<file path="config.mk">
export PLATFORM = sky130hd
export DESIGN_NAME = ycbcr2rgb
export DESIGN_NICKNAME = d
export VERILOG_FILES = /design/src/rtl/ycbcr2rgb.sv
export SDC_FILE = /design/constraint.sdc
export NUM_CORES = 1
export LEC_CHECK = 0
export ABC_AREA = 1
export BUFFER_PORTS_ARGS = -buffer_cell sky130_fd_sc_hd__buf_2
export CAP_MARGIN = 40
export CELL_PAD_IN_SITES_DETAIL_PLACEMENT = 1
export CELL_PAD_IN_SITES_GLOBAL_PLACEMENT = 2
export CORE_MARGIN = 8
export CORE_UTILIZATION = 42
export CTS_CLUSTER_SIZE = 24
export DETAILED_ROUTE_END_ITERATION = 10
export GPL_TIMING_DRIVEN = 1
export PLACE_DENSITY = 0.86
export SYNTH_ARGS = -nofsm -noshare
export SYNTH_HDL_FRONTEND = slang
export SYNTH_SLANG_ARGS = --single-unit
</file>
<file path="constraint.sdc">
create_clock -name clk -period 12.4 [get_ports clk]
set_input_delay 0.62 -clock clk [delete_from_list [all_inputs] [get_ports clk]]
set_output_delay 0.62 -clock clk [all_outputs]
set_load 0.02 [all_outputs]
</file>
<file path="src/rtl/ycbcr2rgb.sv">
// YCbCr 4:4:4 -> RGB888/RGB565 converter with video sync delay; 4-cycle latency, 1 pixel/clk.
// No backpressure: the pipeline free-runs and sync/de ride alongside the pixel data.
module ycbcr2rgb #(
  parameter bit GATE_HSYNC = 1'b1,
  parameter bit ROUND_EN   = 1'b1
) (
  input  logic       clk,
  input  logic       rst,
  input  logic       pre_frame_vsync,
  input  logic       pre_frame_hsync,
  input  logic       pre_frame_de,
  input  logic [7:0] img_y,
  input  logic [7:0] img_cb,
  input  logic [7:0] img_cr,
  output logic       post_frame_vsync,
  output logic       post_frame_hsync,
  output logic       post_frame_de,
  output logic [7:0] img_r8,
  output logic [7:0] img_g8,
  output logic [7:0] img_b8,
  output logic [4:0] img_red,
  output logic [5:0] img_green,
  output logic [4:0] img_blue
);

  localparam logic signed [19:0] K = ROUND_EN ? 20'sd128 : 20'sd0;

  logic [7:0]         y1;
  logic signed [8:0]  cb1, cr1;
  logic [15:0]        y2;
  logic signed [17:0] r_cr2, g_cb2, g_cr2, b_cb2;
  logic signed [19:0] r3, g3, b3;
  logic [7:0]         r4, g4, b4;
  logic [3:0]         vs_sr, hs_sr, de_sr;
  logic               gate_off;

  function automatic logic signed [17:0] sx18(input logic signed [8:0] v);
    return {{9{v[8]}}, v};
  endfunction

  function automatic logic signed [19:0] sx20(input logic signed [17:0] v);
    return {{2{v[17]}}, v};
  endfunction

  // Sums are never out of 20-bit range, so only the final 8-bit saturation is needed.
  function automatic logic [7:0] clamp8(input logic signed [19:0] s);
    logic signed [19:0] sh;
    sh = s >>> 8;
    if (sh < 20'sd0) return 8'd0;
    if (sh > 20'sd255) return 8'hff;
    return sh[7:0];
  endfunction

  always_ff @(posedge clk or posedge rst) begin
    if (rst) begin
      y1    <= '0;
      cb1   <= '0;
      cr1   <= '0;
      y2    <= '0;
      r_cr2 <= '0;
      g_cb2 <= '0;
      g_cr2 <= '0;
      b_cb2 <= '0;
      r3    <= '0;
      g3    <= '0;
      b3    <= '0;
      r4    <= '0;
      g4    <= '0;
      b4    <= '0;
      vs_sr <= '0;
      hs_sr <= '0;
      de_sr <= '0;
    end else begin
      y1    <= img_y;
      cb1   <= $signed({1'b0, img_cb}) - 9'sd128;
      cr1   <= $signed({1'b0, img_cr}) - 9'sd128;

      y2    <= {y1, 8'd0};
      r_cr2 <= sx18(cr1) * 18'sd359;
      g_cb2 <= sx18(cb1) * 18'sd88;
      g_cr2 <= sx18(cr1) * 18'sd183;
      b_cb2 <= sx18(cb1) * 18'sd454;

      r3    <= $signed({4'd0, y2}) + sx20(r_cr2) + K;
      g3    <= $signed({4'd0, y2}) - sx20(g_cb2) - sx20(g_cr2) + K;
      b3    <= $signed({4'd0, y2}) + sx20(b_cb2) + K;

      r4    <= clamp8(r3);
      g4    <= clamp8(g3);
      b4    <= clamp8(b3);

      vs_sr <= {vs_sr[2:0], pre_frame_vsync};
      hs_sr <= {hs_sr[2:0], pre_frame_hsync};
      de_sr <= {de_sr[2:0], pre_frame_de};
    end
  end

  assign post_frame_vsync = vs_sr[3];
  assign post_frame_hsync = hs_sr[3];
  assign post_frame_de    = de_sr[3];

  assign gate_off  = GATE_HSYNC && !hs_sr[3];
  assign img_r8    = gate_off ? 8'd0 : r4;
  assign img_g8    = gate_off ? 8'd0 : g4;
  assign img_b8    = gate_off ? 8'd0 : b4;
  assign img_red   = img_r8[7:3];
  assign img_green = img_g8[7:2];
  assign img_blue  = img_b8[7:3];

endmodule

</file>
* Yosys cells after proc, flatten, opt, wreduce, memory -nomap -nowiden
Index checks and enable logic that the tools add are counted.
Storage, ports and cells: word-level logic and storage cells 60, bits of input ports 29, flip-flop bits (word level) 197, output and inout port bits 43
Cells by class: $add $sub $neg 9, multiplexer cells 24, magnitude comparators 6, multipliers 4
Operators by type and width (count):
- $mux 8 | 15
- $add 19x9->20 const B | 2
- $add 17x18->19 | 2
- $gt 12x9->1 const B | 3
- $lt 12x1->1 const B | 3
- $add 20x9->20 const B | 1
- $sub 18x18->19 | 1
- $mul 9x10->18 const B | 1
- $mul 9x9->18 const B | 1
- $sub 17x17->18 | 1
- $sub 8x8->9 const B | 2
- $mul 9x9->17 const B | 1
- $mul 9x5->14 const B | 1
- $mux 1 | 9

* Logic depth before layout (Yosys ltp)
depth in word-level cells 5, gate-level depth with buffers 19, gate-level depth less buffers 19

* Least setup slack after synthesis
Ideal clock, no wire load.
kind reg2reg, start point register cr1[7], end point register r_cr2[14], slack 8.218 ns, library setup time 0.079 ns, period minus slack after synthesis 4.182 ns, buffers on the path 0, stages on the path, launching flop included 15, arrival 4.103 ns, path through dfrtp_1 > inv_1 > ha_1 > ha_1 > fa_1 > fa_1 > fa_1 > ha_1 > nand4_1 > o21ai_0 > nand3_1 > nand2_1 > nand3_1 > nand2_1 > xor2_1
On the way: word-level cells in the longest chain between the ends 1
Ends and longest elaborated chain:
- from (decl) | RTL line 29 | logic signed [8:0] cb1, cr1;
- from (signal assigned) | RTL line 76 | cr1 <= $signed({1'b0, img_cr}) - 9'sd128;
- $mul 9x10->18 | RTL line 79 | r_cr2 <= sx18(cr1) * 18'sd359;
- to (signal assigned) | RTL line 79
- to (decl) | RTL line 31 | logic signed [17:0] r_cr2, g_cb2, g_cr2, b_cb2;
Every way passes these cells.

* Worst setup path after layout
Ends and elaborated chain as after synthesis.

==> results.py <==
metrics = {
    "critical_path": {
        "r2r-start": "cr1[7]",
        "worstPathArrival_ns": 5.13,
        "critical_path_class": "reg2reg",
        "reg2reg_depth": 14,
        "critPathLaunch": "cr1[7]",
        "crit_path_max_fanout": 13,
        "setup.worst_path.end": "r_cr2[14]",
        "ff2ff_setup_slack_ns": 7.63,
        "r2r-end": "r_cr2[14]",
        "critPathLaunchType": "flop",
        "endpoint_kind": "flop",
        "required_ns": 12.76,
    },
    "yosys": {
        "synth_flop_cell": "dfrtp_1",
        "synth_top_area_share": 0.332,
        "async_flop_share": 1.00,
        "yosysWarnings": 0,
        "synth.area.top_cells": "dfrtp_1 (33%), ha_1 (19%), fa_1 (12%), inv_1 (9.8%), nand2_1 (6.7%)",
        "ys_seq_area_frac": 0.332,
        "synth_edf_count": 0,
        "synth-seq-cells": 158,
        "synth_common_cells": "inv_1 (311), nand2_1 (212), ha_1 (177), dfrtp_1 (158), fa_1 (70)",
        "syn_nets": 1588,
        "synth_area_um2": 11900,
        "avgSynthCellArea_um2": 9.08,
        "yosys.area.top_type": "dfrtp_1",
        "ys_types": 39,
        "synth_cells": 1312,
        "synth.most_common_cell": "inv_1",
    },
    "layout": {
        "area_growth_pct": 11.3,
        "layout.nets": 1657,
        "layoutNonFillerInstCount": 1772,
        "filler_cell_count": 3313,
        "regArea_um2": 3950,
        "finish.utilization": 0.476,
        "multi_input_area_um2": 6630,
        "antennaDiodeCount": 0,
        "drive_gt1_frac": 0.100,
        "design_area_um2": 13200,
    },
    "die": {
        "die_area_um2": 34000,
        "initial_core_util": 0.427,
        "dieWidth_um": 184,
        "core_um2": 27900,
        "die_h_um": 184,
        "rows": 61,
        "ios": 72,
    },
    "sta": {
        "drv_slew": 0,
        "fmax_mhz": 210,
        "clock_skew_ns": 0.0138,
        "maxSlewHeadroom": 0.451,
        "worst-slew-pin-transition_ns": 0.824,
        "setup_violations": 0,
        "fin_hold_ws_ns": 0.279,
        "setup_tns_ns": 0,
        "hold_viol_final": 0,
        "fin_crit_sh": 0.385,
        "rsz0062_at_grt": "false",
        "min_period_ns": 4.77,
    },
    "placed_design": {
        "place.gp.congestion": 0.871,
        "dpl_cell_area_um2": 12600,
        "hpwl_mm": 22.5,
        "dp.cells": 1740,
        "port_buffers": 71,
    },
    "global_route": {
        "grt_first_pass_wirelength_mm": 46.1,
        "grtUsageTotal": 0.171,
        "grt_pass1_vias": 9215,
        "antenna_found_initial": 0,
        "grt_max_degree": 84,
        "grt-ovfl-total": 0,
    },
    "clock_network": {
        "cts_made_buffers": 17,
        "clock_latency_ns": 0.44,
        "h-tree-depth": 4,
        "root_buffer": "clkbuf_16",
        "cts_tree": "done",
        "clock-sinks": 158,
        "ctsLongestPathBuffers": 2,
        "cts_resized": 0,
        "cts.clk_slew.worst_paths_ns": 0.08,
        "post_cts_buffers": 0,
        "ctsHoldBuffers": 0,
    },
    "route": {
        "dr.max_layer_used": "met4",
        "drtIter0Drc": 338,
        "drcViolationCount": 0,
        "vias": 8286,
        "firstDrtPassIters": 4,
        "routedWlPerCell_um": 15.3,
        "wl_met1_mm": 12.7,
        "wl_met3_um": 866,
        "via_per_inst": 4.68,
        "ant_nets": 0,
        "wl_met2_mm": 13.0,
        "wl_mm": 27.1,
    },
    "outcome": {
        "status": "finished, final reports clean",
    },
    "run": {
        "maxCapViolCount": 0,
    },
    "pwr": {
        "ir_drop_mv": 0.0897,
        "p_leak_uw": 0.00744,
        "p_per_area_nw_per_um2": 253,
    },
    "hold_path": {
        "hp-class": "in2reg",
    },
}
## flip-flops by register name, summed over array words and instances, names as in the netlist, 8 cells and up
register and count:
g4 8, g3 12, y1 8, cb1 8, g_cr2 18, b_cb2 14
g_cb2 11, r_cr2 11, y2 8, cr1 8, b4 8, r4 8
b3 12, r3 12
## report_power, final
part	switching [uW]	total [uW]	internal, uW	leakage, uW
registers	68.5	779	711	0.00184
clock network	256	548	292	0.000299
logic	1290	2020	729	0.00530
## cell usage in the layout (no fill, tap or decap), types with 3 or more instances in the layout
master	instances
inv_1	310
nand2_1	212
ha_1	177
dfrtp_1	158
buf_2	71
fa_1	70
a21oi_1	60
xor2_1	55
o21ai_0	48
nand3_1	46
nor2_1	41
xnor2_1	28
clkbuf_16	17
nand2_2	14
nand4_1	11
a21o_1	6
nor3_1	6
inv_8	5
o31ai_1	4
a31oi_1	4
nor2_2	4
clkinv_8	4
a211oi_1	3
nand3b_1	3
a21oi_2	3
inv_2	3
nor2_4	3
or3_1	3
inv_6	3
## critical path, cell delays in order, from the launching register on
cell and delay [ns]:
dfrtp_1 0.73, inv_1 0.31, ha_1 0.55, ha_1 0.23, fa_1 0.44, fa_1 0.58, fa_1 0.43, ha_1 0.40
nand4_1 0.12, o21ai_0 0.32, nand3_1 0.11, nand2_1 0.14, nand3_1 0.09, nand2_1 0.09, xor2_1 0.15
## cell families (layout without fill, tap and decap cells)
| kind of cell | count (synthesis) | count (layout) | synth area share |
|---|---|---|---|
| flip-flops | 158 | 158 | 0.332 |
| AND/OR/NAND/NOR | 349 | 349 | 0.127 |
| adder cells (fa/ha/maj) | 247 | 247 | 0.304 |
| buffers and inverters | 337 | 419 | 0.111 |
| XOR/XNOR | 83 | 83 | 0.0610 |
| AO/OA/AOI/OAI | 138 | 138 | 0.0646 |
## cell type report
class,count,area share
clock inverter,15,0.0146
timing repair buffer,73,0.0295
sequential,158,0.298
tap,378,0.0357
clock buffer,17,0.0321
inverter,314,0.0893
multi-input combinational,817,0.500
## per-layer routing
metal	up-vias	global-route usage
li1	4182	-
met1	3982	0.214
met2	97	0.294
met3	25	0.0321
met4	0	0.0532
met5	-	0
## stage by stage
step | total power [uW] | worst slack, ns
finish | 3350 | 7.63
global route | 3710 | 7.32
CTS | 3400 | 7.63
detailed placement | 2820 | 7.64
global placement | 2750 | 7.76
floorplan | 2320 | 7.52
## worst min-delay path by stage
stage | from | end | slack [ns] | cells after the start
floorplan | de_sr[0] | de_sr[1] | 0.33 | 0
global placement | de_sr[2] | de_sr[3] | 0.33 | 0
detailed placement | vs_sr[1] | vs_sr[2] | 0.34 | 0
CTS | img_cb[2] | cb1[2] | 0.25 | 1
global route | img_cr[0] | cr1[0] | 0.26 | 1
finish | img_cb[2] | cb1[2] | 0.28 | 1
Power figures use the tool's default switching activity.
